File: src/rtl/configure.sv
// Shared definitions for uart_fifo: register offsets, FSM state encoding, STATUS bit positions.
// UART_PARITY_EN adds the PARITY state used by both the TX and RX FSMs.
package configure;

  localparam logic [1:0] UART_DATA   = 2'd0;
  localparam logic [1:0] UART_STATUS = 2'd1;
  localparam logic [1:0] UART_DIV    = 2'd2;
  localparam logic [1:0] UART_CTRL   = 2'd3;

  typedef enum logic [2:0] {
    ST_IDLE,
    ST_START,
    ST_DATA,
`ifdef UART_PARITY_EN
    ST_PARITY,
`endif
    ST_STOP
  } uart_state_t;

  localparam int unsigned STAT_TX_FULL    = 0;
  localparam int unsigned STAT_TX_EMPTY   = 1;
  localparam int unsigned STAT_RX_FULL    = 2;
  localparam int unsigned STAT_RX_EMPTY   = 3;
  localparam int unsigned STAT_OVERRUN    = 4;
  localparam int unsigned STAT_FRAME_ERR  = 5;
  localparam int unsigned STAT_PARITY_ERR = 6;
  localparam int unsigned STAT_RX_COUNT   = 8;
  localparam int unsigned STAT_TX_COUNT   = 16;

  localparam logic [15:0] DIV_MIN = 16'd4;

endpackage

File: src/rtl/uart_fifo_buf.sv
// Synchronous FIFO; a push while full is accepted only when a pop happens in the same cycle.
module uart_fifo_buf #(
  parameter int unsigned WIDTH = 8,
  parameter int unsigned DEPTH = 16
) (
  input  logic                       clock,
  input  logic                       reset,
  input  logic                       push,
  input  logic [WIDTH-1:0]           wdata,
  input  logic                       pop,
  output logic [WIDTH-1:0]           rdata,
  output logic                       full,
  output logic                       empty,
  output logic [$clog2(DEPTH):0]     count
);
  localparam int unsigned AW = $clog2(DEPTH);
  localparam logic [AW:0] FULL_COUNT = {1'b1, {AW{1'b0}}};

  logic [WIDTH-1:0] mem [DEPTH];
  logic [AW-1:0]    wptr, rptr;
  logic             do_push, do_pop;

  assign full    = (count == FULL_COUNT);
  assign empty   = (count == '0);
  assign do_pop  = pop & ~empty;
  assign do_push = push & (~full | do_pop);
  assign rdata   = mem[rptr];

  always_ff @(posedge clock) begin
    if (do_push) mem[wptr] <= wdata;
  end

  always_ff @(posedge clock or negedge reset) begin
    if (!reset) begin
      wptr  <= '0;
      rptr  <= '0;
      count <= '0;
    end else begin
      if (do_push) wptr <= wptr + 1'b1;
      if (do_pop)  rptr <= rptr + 1'b1;
      case ({do_push, do_pop})
        2'b10:   count <= count + 1'b1;
        2'b01:   count <= count - 1'b1;
        default: count <= count;
      endcase
    end
  end

endmodule

File: src/rtl/uart_fifo.sv
// Memory-mapped UART with TX/RX FIFOs, programmable divisor, sticky errors and level IRQ.
// Define UART_PARITY_EN for an even-parity bit between DATA and STOP (8E1 instead of 8N1).
module uart_fifo
  import configure::*;
#(
  parameter int unsigned FIFO_DEPTH = 16,
  parameter logic [15:0] DIV_RESET  = 16'd868
) (
  input  logic        reset,
  input  logic        clock,
  input  logic        uart_valid,
  input  logic        uart_instr,
  input  logic [31:0] uart_addr,
  input  logic [31:0] uart_wdata,
  input  logic [3:0]  uart_wstrb,
  output logic [31:0] uart_rdata,
  output logic        uart_ready,
  input  logic        uart_rx,
  output logic        uart_tx,
  output logic        uart_irq
);
  localparam int unsigned CW = $clog2(FIFO_DEPTH) + 1;

  logic [15:0]   div;
  logic          rx_irq_en, tx_irq_en;
  logic          overrun, frame_err, parity_err;
  logic          frame_set, parity_set;
  logic          tx_push_q, tx_pop, tx_full, tx_empty;
  logic [7:0]    tx_byte_q, tx_head;
  logic [CW-1:0] tx_count;
  logic          rx_push_q, rx_pop, rx_full, rx_empty;
  logic [7:0]    rx_byte_q, rx_head;
  logic [CW-1:0] rx_count;
  logic [1:0]    sel;
  logic          is_wr, is_rd;
  logic [31:0]   rdata_next;
  logic          unused;

  assign unused = ^{uart_instr, uart_addr[31:4], uart_addr[1:0], uart_wdata[31:16]};

  assign sel    = uart_addr[3:2];
  assign is_wr  = uart_valid & (|uart_wstrb);
  assign is_rd  = uart_valid & ~(|uart_wstrb);
  assign rx_pop = is_rd & (sel == UART_DATA);

  assign uart_irq = (rx_irq_en & ~rx_empty) | (tx_irq_en & tx_empty);

  uart_fifo_buf #(.WIDTH(8), .DEPTH(FIFO_DEPTH)) u_tx_fifo (
    .clock(clock), .reset(reset), .push(tx_push_q), .wdata(tx_byte_q), .pop(tx_pop),
    .rdata(tx_head), .full(tx_full), .empty(tx_empty), .count(tx_count)
  );

  uart_fifo_buf #(.WIDTH(8), .DEPTH(FIFO_DEPTH)) u_rx_fifo (
    .clock(clock), .reset(reset), .push(rx_push_q), .wdata(rx_byte_q), .pop(rx_pop),
    .rdata(rx_head), .full(rx_full), .empty(rx_empty), .count(rx_count)
  );

  always_comb begin
    rdata_next = '0;
    case (sel)
      UART_DATA:   rdata_next = rx_empty ? '0 : {24'd0, rx_head};
      UART_STATUS: begin
        rdata_next[STAT_TX_FULL]    = tx_full;
        rdata_next[STAT_TX_EMPTY]   = tx_empty;
        rdata_next[STAT_RX_FULL]    = rx_full;
        rdata_next[STAT_RX_EMPTY]   = rx_empty;
        rdata_next[STAT_OVERRUN]    = overrun;
        rdata_next[STAT_FRAME_ERR]  = frame_err;
        rdata_next[STAT_PARITY_ERR] = parity_err;
        rdata_next[STAT_RX_COUNT +: 8] = 8'(rx_count);
        rdata_next[STAT_TX_COUNT +: 8] = 8'(tx_count);
      end
      UART_DIV:    rdata_next = {16'd0, div};
      UART_CTRL:   rdata_next = {30'd0, tx_irq_en, rx_irq_en};
      default:     rdata_next = '0;
    endcase
  end

  // TX pushes are applied the cycle after the request so they line up with uart_ready.
  always_ff @(posedge clock or negedge reset) begin
    if (!reset) begin
      uart_ready <= 1'b0;
      uart_rdata <= '0;
      tx_push_q  <= 1'b0;
      tx_byte_q  <= '0;
      div        <= DIV_RESET;
      rx_irq_en  <= 1'b0;
      tx_irq_en  <= 1'b0;
      overrun    <= 1'b0;
      frame_err  <= 1'b0;
      parity_err <= 1'b0;
    end else begin
      uart_ready <= uart_valid;
      uart_rdata <= is_rd ? rdata_next : '0;
      tx_push_q  <= is_wr & (sel == UART_DATA) & uart_wstrb[0];
      tx_byte_q  <= uart_wdata[7:0];
      if (is_wr && sel == UART_DIV)
        div <= (uart_wdata[15:0] < DIV_MIN) ? DIV_MIN : uart_wdata[15:0];
      if (is_wr && sel == UART_CTRL) begin
        rx_irq_en <= uart_wdata[0];
        tx_irq_en <= uart_wdata[1];
        if (uart_wdata[2]) begin
          overrun    <= 1'b0;
          frame_err  <= 1'b0;
          parity_err <= 1'b0;
        end
      end
      if (rx_push_q && rx_full && !rx_pop) overrun <= 1'b1;
      if (frame_set)  frame_err  <= 1'b1;
      if (parity_set) parity_err <= 1'b1;
    end
  end

  // ---------------- TX ----------------
  uart_state_t tx_state;
  logic [15:0] tx_cnt;
  logic [2:0]  tx_bit;
  logic [7:0]  tx_sh;
`ifdef UART_PARITY_EN
  logic        tx_par;
`endif

  // The next byte is launched straight out of STOP so frames are back to back.
  assign tx_pop = ~tx_empty & ((tx_state == ST_IDLE) | ((tx_state == ST_STOP) & (tx_cnt == '0)));

  always_ff @(posedge clock or negedge reset) begin
    if (!reset) begin
      tx_state <= ST_IDLE;
      tx_cnt   <= '0;
      tx_bit   <= '0;
      tx_sh    <= '0;
      uart_tx  <= 1'b1;
`ifdef UART_PARITY_EN
      tx_par   <= 1'b0;
`endif
    end else if (tx_pop) begin
      tx_state <= ST_START;
      tx_cnt   <= div - 1'b1;
      tx_sh    <= tx_head;
      uart_tx  <= 1'b0;
`ifdef UART_PARITY_EN
      tx_par   <= ^tx_head;
`endif
    end else begin
      case (tx_state)
        ST_IDLE: uart_tx <= 1'b1;
        ST_START:
          if (tx_cnt == '0) begin
            tx_state <= ST_DATA;
            tx_cnt   <= div - 1'b1;
            tx_bit   <= '0;
            uart_tx  <= tx_sh[0];
            tx_sh    <= {1'b0, tx_sh[7:1]};
          end else tx_cnt <= tx_cnt - 1'b1;
        ST_DATA:
          if (tx_cnt == '0) begin
            tx_cnt <= div - 1'b1;
            if (tx_bit == 3'd7) begin
`ifdef UART_PARITY_EN
              tx_state <= ST_PARITY;
              uart_tx  <= tx_par;
`else
              tx_state <= ST_STOP;
              uart_tx  <= 1'b1;
`endif
            end else begin
              tx_bit  <= tx_bit + 1'b1;
              uart_tx <= tx_sh[0];
              tx_sh   <= {1'b0, tx_sh[7:1]};
            end
          end else tx_cnt <= tx_cnt - 1'b1;
`ifdef UART_PARITY_EN
        ST_PARITY:
          if (tx_cnt == '0) begin
            tx_state <= ST_STOP;
            tx_cnt   <= div - 1'b1;
            uart_tx  <= 1'b1;
          end else tx_cnt <= tx_cnt - 1'b1;
`endif
        ST_STOP:
          if (tx_cnt == '0) begin
            tx_state <= ST_IDLE;
            uart_tx  <= 1'b1;
          end else tx_cnt <= tx_cnt - 1'b1;
        default: tx_state <= ST_IDLE;
      endcase
    end
  end

  // ---------------- RX ----------------
  uart_state_t rx_state;
  logic        rx_meta, rx_sync, rx_prev;
  logic [15:0] rx_cnt;
  logic [2:0]  rx_bit;
  logic [7:0]  rx_sh;
`ifdef UART_PARITY_EN
  logic        rx_par_bad;
`else
  assign parity_set = 1'b0;
`endif

  always_ff @(posedge clock or negedge reset) begin
    if (!reset) begin
      rx_meta <= 1'b1;
      rx_sync <= 1'b1;
      rx_prev <= 1'b1;
    end else begin
      rx_meta <= uart_rx;
      rx_sync <= rx_meta;
      rx_prev <= rx_sync;
    end
  end

  always_ff @(posedge clock or negedge reset) begin
    if (!reset) begin
      rx_state   <= ST_IDLE;
      rx_cnt     <= '0;
      rx_bit     <= '0;
      rx_sh      <= '0;
      rx_push_q  <= 1'b0;
      rx_byte_q  <= '0;
      frame_set  <= 1'b0;
`ifdef UART_PARITY_EN
      rx_par_bad <= 1'b0;
      parity_set <= 1'b0;
`endif
    end else begin
      rx_push_q <= 1'b0;
      frame_set <= 1'b0;
`ifdef UART_PARITY_EN
      parity_set <= 1'b0;
`endif
      case (rx_state)
        ST_IDLE:
          if (!rx_sync && rx_prev) begin
            rx_state <= ST_START;
            rx_cnt   <= (div >> 1) - 1'b1;
          end
        ST_START:
          if (rx_cnt == '0) begin
            if (rx_sync) rx_state <= ST_IDLE;
            else begin
              rx_state <= ST_DATA;
              rx_cnt   <= div - 1'b1;
              rx_bit   <= '0;
            end
          end else rx_cnt <= rx_cnt - 1'b1;
        ST_DATA:
          if (rx_cnt == '0) begin
            rx_sh  <= {rx_sync, rx_sh[7:1]};
            rx_cnt <= div - 1'b1;
            rx_bit <= rx_bit + 1'b1;
`ifdef UART_PARITY_EN
            if (rx_bit == 3'd7) rx_state <= ST_PARITY;
`else
            if (rx_bit == 3'd7) rx_state <= ST_STOP;
`endif
          end else rx_cnt <= rx_cnt - 1'b1;
`ifdef UART_PARITY_EN
        ST_PARITY:
          if (rx_cnt == '0) begin
            rx_par_bad <= rx_sync ^ (^rx_sh);
            rx_state   <= ST_STOP;
            rx_cnt     <= div - 1'b1;
          end else rx_cnt <= rx_cnt - 1'b1;
`endif
        ST_STOP:
          if (rx_cnt == '0) begin
            rx_state <= ST_IDLE;
            if (!rx_sync) frame_set <= 1'b1;
            else begin
              rx_push_q <= 1'b1;
              rx_byte_q <= rx_sh;
`ifdef UART_PARITY_EN
              parity_set <= rx_par_bad;
`endif
            end
          end else rx_cnt <= rx_cnt - 1'b1;
        default: rx_state <= ST_IDLE;
      endcase
    end
  end

endmodule

File: config.mk
export PLATFORM = sky130hd
export DESIGN_NAME = uart_fifo
export DESIGN_NICKNAME = d
export VERILOG_FILES = /design/src/rtl/configure.sv /design/src/rtl/uart_fifo_buf.sv /design/src/rtl/uart_fifo.sv
export SDC_FILE = /design/constraint.sdc
export NUM_CORES = 1
export LEC_CHECK = 0
export CAP_MARGIN = 20
export CORE_UTILIZATION = 45
export CTS_CLUSTER_SIZE = 16
export DETAILED_ROUTE_END_ITERATION = 10
export DONT_BUFFER_PORTS = 1
export HOLD_SLACK_MARGIN = 0.03
export SLEW_MARGIN = 20
export SYNTH_ARGS = -nofsm -noshare
export SYNTH_HDL_FRONTEND = slang
export SYNTH_SLANG_ARGS = --single-unit
File: constraint.sdc
create_clock -name clock -period 3.1 [get_ports clock]
set_input_delay 0.31 -clock clock [delete_from_list [all_inputs] [get_ports clock]]
set_output_delay 0.31 -clock clock [all_outputs]
set_load 0.02 [all_outputs]
### Yosys cells after proc, flatten, opt, wreduce, memory -nomap -nowiden

Memories as Yosys holds them, arrays and structs flattened.
Cells that the tools add are included.

| storage, ports and cells | value |
|---|---|
| bits in registers | 162 |
| RAM bits | 256 |
| input port bits | 73 |
| output and inout bits | 35 |
| word-level logic and storage cells | 208 |
| memories | 2 |

| cells by class | value |
|---|---|
| add/subtract/negate cells | 14 |
| magnitude comparators | 1 |
| equal/unequal tests | 35 |
| muxes and demuxes | 63 |
| bitwise operators | 23 |
| reductions and logical operators | 40 |

Memories:

| memory | depth | width | read ports | clocked after memory_dff | wr ports | line | source |
|---|---|---|---|---|---|---|---|
| u_rx_fifo.mem | 16 | 8 | 1 | 0 | 1 | uart_fifo_buf.sv:19 | `logic [WIDTH-1:0] mem [DEPTH];` |
| u_tx_fifo.mem | 16 | 8 | 1 | 0 | 1 | uart_fifo_buf.sv:19 |  |

Operators by type and width:

| kind | count |
|---|---|
| $mux W16 | 9 |
| $pmux W16 S4 | 2 |
| $sub A16 B1 Y16 const B | 3 |
| $mux W3 | 15 |
| $mux W8 | 5 |
| $logic_not A16 Y1 | 2 |
| $mux W32 | 1 |
| $pmux W16 S2 | 1 |
| $pmux W7 S4 | 1 |
| $pmux W3 S4 | 2 |
| $ne A2 B2 Y1 const B | 10 |
| $pmux W5 S2 | 2 |
| $mux W1 | 19 |
| $add A4 B1 Y4 const B | 4 |
| $lt A16 B3 Y1 const B | 1 |
| $pmux W8 S2 | 1 |
| $reduce_and A4 Y1 | 4 |
| $reduce_bool A2 Y1 | 8 |
| $sub A15 B1 Y16 const B | 1 |
| $ne A3 B2 Y1 const B | 5 |
| $reduce_and A5 Y1 | 3 |
| $and A1 B1 Y1 | 13 |
| $eq A3 B2 Y1 const B | 4 |
| $pmux W3 S2 | 2 |
| 28 further kinds | 58 |

### Depth between registers and ports, before layout

| logic depth | value |
|---|---|
| depth in word-level cells | 9 |
| mapped depth | 15 |
| depth with buffers taken out | 15 |

### By module

Synthesis repeated with hierarchy kept, for this count alone.

| second synthesis, totals | value |
|---|---|
| cells, all modules | 1320 |
| area, all modules | 18639.1 µm² |

By module, submodules not included:

| module | instances | cells an instance | area each (µm²) | seq. area each (µm²) |
|---|---|---|---|---|
| uart_fifo | 1 | 717 | 6916.6 | 3089.2 |
| uart_fifo_buf at u_tx_fifo | 1 | 301 | 5974.5 | 4169.0 |
| uart_fifo_buf at u_rx_fifo | 1 | 302 | 5748.0 | 4169.0 |

### Worst setup path after synthesis

OpenSTA, ideal clock, no wires.

| timing path | value |
|---|---|
| kind | register -> register |
| start | register u_tx_fifo.count[1] |
| end | register u_tx_fifo.count[4] |
| setup time | 123 ps |
| data arrival time | 2914 ps |
| data required time | 2977 ps |
| setup slack | 64 ps |
| cell stages (with the launch flop) | 13 |
| path buffers | 1 |
| period minus slack after synthesis | 3036 ps |
| cell sequence | dfrtp_1 -> or4_1 -> o21ai_0 -> o31a_1 -> buf_2 -> inv_1 -> ha_1 -> ha_1 -> a21o_1 -> a21oi_1 -> xnor2_1 -> nor2_1 -> xnor2_1 |

| between the ends | value |
|---|---|
| cells in the longest elaborated chain, start to end | 8 |
| elaborated cells between the ends (all ways) | 14 |
| classes of those cells | 2 x add/sub; 3 x eq/ne; 1 x mux; 6 x bitwise; 2 x reduce/logical |

Ends and longest elaborated chain:

| what | line | source |
|---|---|---|
| start, declared | uart_fifo_buf.sv:14 | `output logic [$clog2(DEPTH):0] count` |
| start signal, assigned | uart_fifo_buf.sv:42 | `2'b10: count <= count + 1'b1;` |
| start signal, assigned | uart_fifo_buf.sv:43 | `2'b01: count <= count - 1'b1;` |
| start signal, assigned | uart_fifo_buf.sv:44 | `default: count <= count;` |
| $logic_not A5 Y1 * | uart_fifo_buf.sv:24 | `assign empty = (count == '0);` |
| $not A1 Y1 * | uart_fifo_buf.sv:25, uart_fifo.sv:124 |  |
| $and A1 B1 Y1 | uart_fifo.sv:124 | `assign tx_pop = ~tx_empty & ((tx_state == ST_IDLE) \| ((tx_state == ST_STOP) & (tx_cnt == '0)));` |
| $and A1 B1 Y1 * | uart_fifo_buf.sv:25 | `assign do_pop = pop & ~empty;` |
| named net u_tx_fifo.do_pop | uart_fifo_buf.sv:21 | `logic do_push, do_pop;` |
| $or A1 B1 Y1 | uart_fifo_buf.sv:26 | `assign do_push = push & (~full \| do_pop);` |
| $and A1 B1 Y1 | uart_fifo_buf.sv:26 |  |
| $eq A2 B1 Y1 or $eq A2 B2 Y1 (tied branches) | uart_fifo_buf.sv:41 | `case ({do_push, do_pop})` |
| $pmux W5 S2 or $reduce_bool A2 Y1 (tied branches) | n/a |  |

The timed path passes the listed nets; every way through them passes the cells marked *.
A chain may end at the register's enable or synchronous reset.

### Final worst setup path

| timing path | value |
|---|---|
| start | register rx_cnt[0] |
| end | register rx_byte_q[4] |

| between the ends | value |
|---|---|
| cells in the longest elaborated chain, start to end | 2 |

Ends and longest elaborated chain:

| what | line | source |
|---|---|---|
| start, declared | uart_fifo.sv:193 | `logic [15:0] rx_cnt;` |
| start signal, assigned | uart_fifo.sv:237 | `rx_cnt <= (div >> 1) - 1'b1;` |
| start signal, assigned | uart_fifo.sv:244 | `rx_cnt <= div - 1'b1;` |
| start signal, assigned | uart_fifo.sv:247 | `end else rx_cnt <= rx_cnt - 1'b1;` |
| $logic_not A16 Y1 | uart_fifo.sv:268 | `if (rx_cnt == '0) begin` |
| $reduce_and A3 Y1 (no line) | n/a |  |
| end signal, assigned | uart_fifo.sv:273 | `rx_byte_q <= rx_sh;` |
| end, declared | uart_fifo.sv:32 | `logic [7:0] rx_byte_q, rx_head;` |

No other way between the ends.

==> impl.org <==
** Route
- Vias :: between 10k and 15k
- In the final routed layout, each cell accounts on average for around 22 µm.
- Number of DRC markers in iteration 0 :: roughly 900
- Detailed-route wire length :: between 40 and 50 mm
- First-pass DRT Iterations :: 5
- Via density per instance :: 5.67
- In the routed design, unresolved DRC markers number 0.
- Post-DRT Antenna Nets :: 0

** CTS
- Sinks on the clock net :: around 410
- Clock buffer count from CTS :: 43
- Number of levels in the clock H-tree :: 2
- TritonCTS built the clock tree.
- Clock latency on the worst-skew pair :: 0.58 ns
- Clock tree synthesis selected as its root buffer the cell clkbuf_16.
- Post-CTS clock slew at the launch and capture registers of the worst setup and hold paths :: approximately 0.07 ns
- In this run, post-CTS hold repair placed 21 buffers.
- Maximum clock path buffer count :: 3

** Pwr
- Maximum ir drop on the vdd rail :: 468 µV
- Leakage :: around 0.0076 µW
- Total internal power :: ~11000 µW
- Of the total power, the share spent switching nets is 0.314.
- PD cells :: between 700 and 800 nW/µm²
- Net switching power of the design :: just over 5000 µW
- Sequential cell fraction of total power :: 0.420
- Proportion of power drawn by the clock network :: 0.326
- Of the total power, combinational logic draws 0.254.

** Place
- Count of buffers inserted at the top-level ports :: 0
- GP Congestion :: 0.830
- Detail Placement HPWL :: roughly 27 mm
- Area after detailed placement :: about 19000 µm²

** Global route
- Overall track demand over capacity in global routing :: 0.210
- The via count of the first global-routing pass was 10.8k.
- Global route overflow :: 0
- The initial antenna violation count was 2.
- Maximum number of pins on one net before global-route repair :: 150
- The first global-routing pass estimated 64.4 mm of wire.

** Yosys
- Summed over all instances, the cell type with the most area after synthesis is edfxtp_1.
- The most common cell in the synthesized netlist is edfxtp_1.
- Synthesis warning total :: 0
- Synthesis produced 1260 cells.
- Sequential area share after synthesis :: 0.640
- Average footprint of a synthesized cell :: between 10 and 15 µm²
- Counting distinct cell types in the post-synthesis netlist gives 71.
- Number of enable-type register cells in the synthesized netlist :: between 200 and 300
- Fraction of registers with async set/reset :: 0.368
- In the synthesized netlist, the cells that appear most often are 256 x edfxtp_1, 140 x dfrtp_1, 99 x nand2_1, 72 x mux4_2, 72 x nor2_1.
- Top cells by area in the synthesized netlist :: edfxtp_1 43%, dfrtp_1 20%, mux4_2 9.1%
- Primary flip-flop cell chosen by synthesis mapping :: edfxtp_1
- Fraction of post-synthesis cell area in the top cell type by area :: 0.430
- Number of synthesized register bits :: around 400
- Netlist area before placement :: 17900 µm²

** Critical path
- Counting both buffers and inverters, the worst setup path holds a total of 1.
- Data on the critical path is required at its endpoint by 3.56 ns.
- Dominant delay contributor by cell family on the critical path :: simple AND/OR/NAND/NOR gates
- Endpoint arrival time on the critical path :: between 3 and 4 ns
- Of all nets on the critical path, the largest fanout is 9.
- The worst setup path is launched from a flop.
- The worst setup path is captured at a flop.
- Max stage delay on crit path :: 0.52 ns
- The setup path with the least slack is of type flop to flop.
- The slowest stage of the critical path is the nand3_1 cell.
- Walking the worst path, the cells encountered are inv_1 > ha_1 > nor3b_1 > nand4b_1 > nor2_1 > nand3_1 > mux2_2.

** Final layout
- After routing the design area is 20500 µm².
- The repair_antennas step left the layout with diodes totalling 0.
- Fill cell instance count of the final layout :: roughly 3.3k
- After the last flow step, the layout net total stands at about 1.4k.
- Sequential Area :: 11400 µm²
- Summing all multi-input logic gate instances after layout gives around 6000 µm².
- Of the cells placed in the final design, the portion with a size suffix greater than 1 is 0.188.
- From synthesis to final layout, the design area changed by 14.5%.

** Timing
- The final count of pins violating max slew came to 0.
- At the pin with the least slew margin, the transition time is approximately 1.0 ns.
- Accumulated negative setup slack :: 0 ns
- Final critical path time including I/O delays and setup :: about 2.9 ns
- Setup repair after global routing left no endpoint under its margin.
- Clock skew on the completed layout was measured at between 0.03 and 0.04 ns.
- Setup violations remaining at the end of the flow were counted as 0.
- Max transition margin :: 0.300
- Across all hold checks on the routed design, the worst slack comes to -0.573 ns.
- Timing would allow up to around 0.35 GHz.
- Final critical-path share of the clock period :: 0.923
- The final count of hold timing violations is around 150.

** Floorplan
- The initial utilization of the core area, before any placement, comes to 0.459.
- Core Footprint :: 38900 µm²
- Die X-Extent :: around 200 µm
- Chip height :: just over 200 µm
- Total I/O pin count :: 108
- Number of core rows :: 72
- Die Footprint :: roughly 40000 µm²

** Worst hold path
- Worst min path class :: input port to asynchronous set/reset pin

** Run status
- Status :: finished with violations
- Violated checks :: hold timing

** Job
- The tool flagged a number of max-cap violations equal to 0.
state kept, by name, summed over array words and instances (netlist names), 4 cells and up:
register and count:
div 16, rx_byte_q 8, rx_cnt 16, rx_sh 8
tx_byte_q 8, tx_cnt 16, tx_sh 8, u_rx_fifo.count 5
u_rx_fifo.mem 128, u_rx_fifo.rptr 4, u_rx_fifo.wptr 4, u_tx_fifo.count 5
u_tx_fifo.mem 128, u_tx_fifo.rptr 4, u_tx_fifo.wptr 4, uart_rdata 21
cell type report:
type | instances | area share
well taps | 518 | 0.0317
inverters | 42 | 0.00771
clock buffers | 53 | 0.0549
clock inverters | 26 | 0.0158
multi-input cells | 748 | 0.293
flip-flops and latches | 405 | 0.559
repair buffers | 91 | 0.0378
layout by cell type, fill, tap and decap left out, types with 4 or more instances in the layout:
cell,n
edfxtp_1,256
a22oi_1,10
dfrtp_1,139
conb_1,11
or4_1,8
nand4_1,8
inv_1,42
clkinv_1,7
nand3_1,20
bufinv_16,6
buf_4,67
a21o_1,7
nor2b_1,17
a32o_1,6
xor2_1,21
dlygate4sd3_1,21
mux2_2,24
nor4_1,10
mux2i_1,12
and2_1,4
clkbuf_1,9
a211oi_1,17
clkbuf_16,43
ha_1,37
dfstp_2,9
mux4_2,72
a21oi_1,58
a22o_1,10
or2_2,5
a221o_1,6
nor2_1,72
o21ai_0,56
and3_1,17
nand2_1,99
nand2b_1,7
xnor2_1,30
nor3_1,36
o31ai_1,9
a31oi_1,5
metal layers:
| layer | vias to the layer above | share of wire | global-route usage |
|---|---|---|---|
| met5 | - | 0 | 0 |
| met4 | 0 | 0.021 | 0.0544 |
| met3 | 59 | 0.056 | 0.0439 |
| met2 | 262 | 0.47 | 0.333 |
| met1 | 5437 | 0.45 | 0.296 |
| li1 | 4911 | - | - |
worst paths after layout:
check,start,to,slack [ns],cells past startpoint
max,rx_cnt[0],rx_byte_q[4],0.24,7
min,reset,tx_sh[2],-0.57,0
max in group asynchronous,reset,div[8],3.36,0
max reg2reg,rx_cnt[0],rx_byte_q[4],0.24,7
min reg2reg,rx_meta,rx_sync,0.36,0
min in group clock,uart_addr[3],uart_rdata[2],0.07,4
cell families (layout without fill, tap and decap cells):
kind of cell,Yosys count,count (layout),share of synthesized area
xor gates and xnor gates,51,51,0.0250
and+or+nand+nor,322,322,0.0871
AOI/OAI and AO/OA,217,217,0.0788
adders and majority gates,39,39,0.0282
other,1,11,0.000210
DFF,405,405,0.640
muxes,108,108,0.113
buffers and inverters,117,212,0.0282
per-stage QoR:
step | worst slack, ns | total power [µW] | utilization | instances
after floorplan | 0.0638 | 9800 | - | 1270
after global placement | 0.0691 | 10800 | 0.482 | 1782
after detailed placement | 0.0273 | 10900 | 0.482 | 1782
after CTS | 0.0110 | 16200 | 0.525 | 1882
after global routing | 0.0104 | 17100 | 0.526 | 1883
final | 0.239 | 16200 | 0.526 | 1883
power by group through the flow:
stage	sequential [µW]	clock (µW)	combinational, µW
4_1_cts	6770	5400	4080
5_1_grt	6880	5610	4570
3_3_place_gp	6850	0	3960
2_1_floorplan	6610	0	3190
3_5_place_dp	6870	0	4050
6_report	6800	5290	4110
repair_timing:
item | 4_1_cts | 5_1_grt
buffers inserted | 0 | 0
gates resized for setup | 0 | 8
endpoints found under the hold margin | 183 | 149
setup endpoints to repair | 0 | 1
Power figures use the tool's default switching activity.
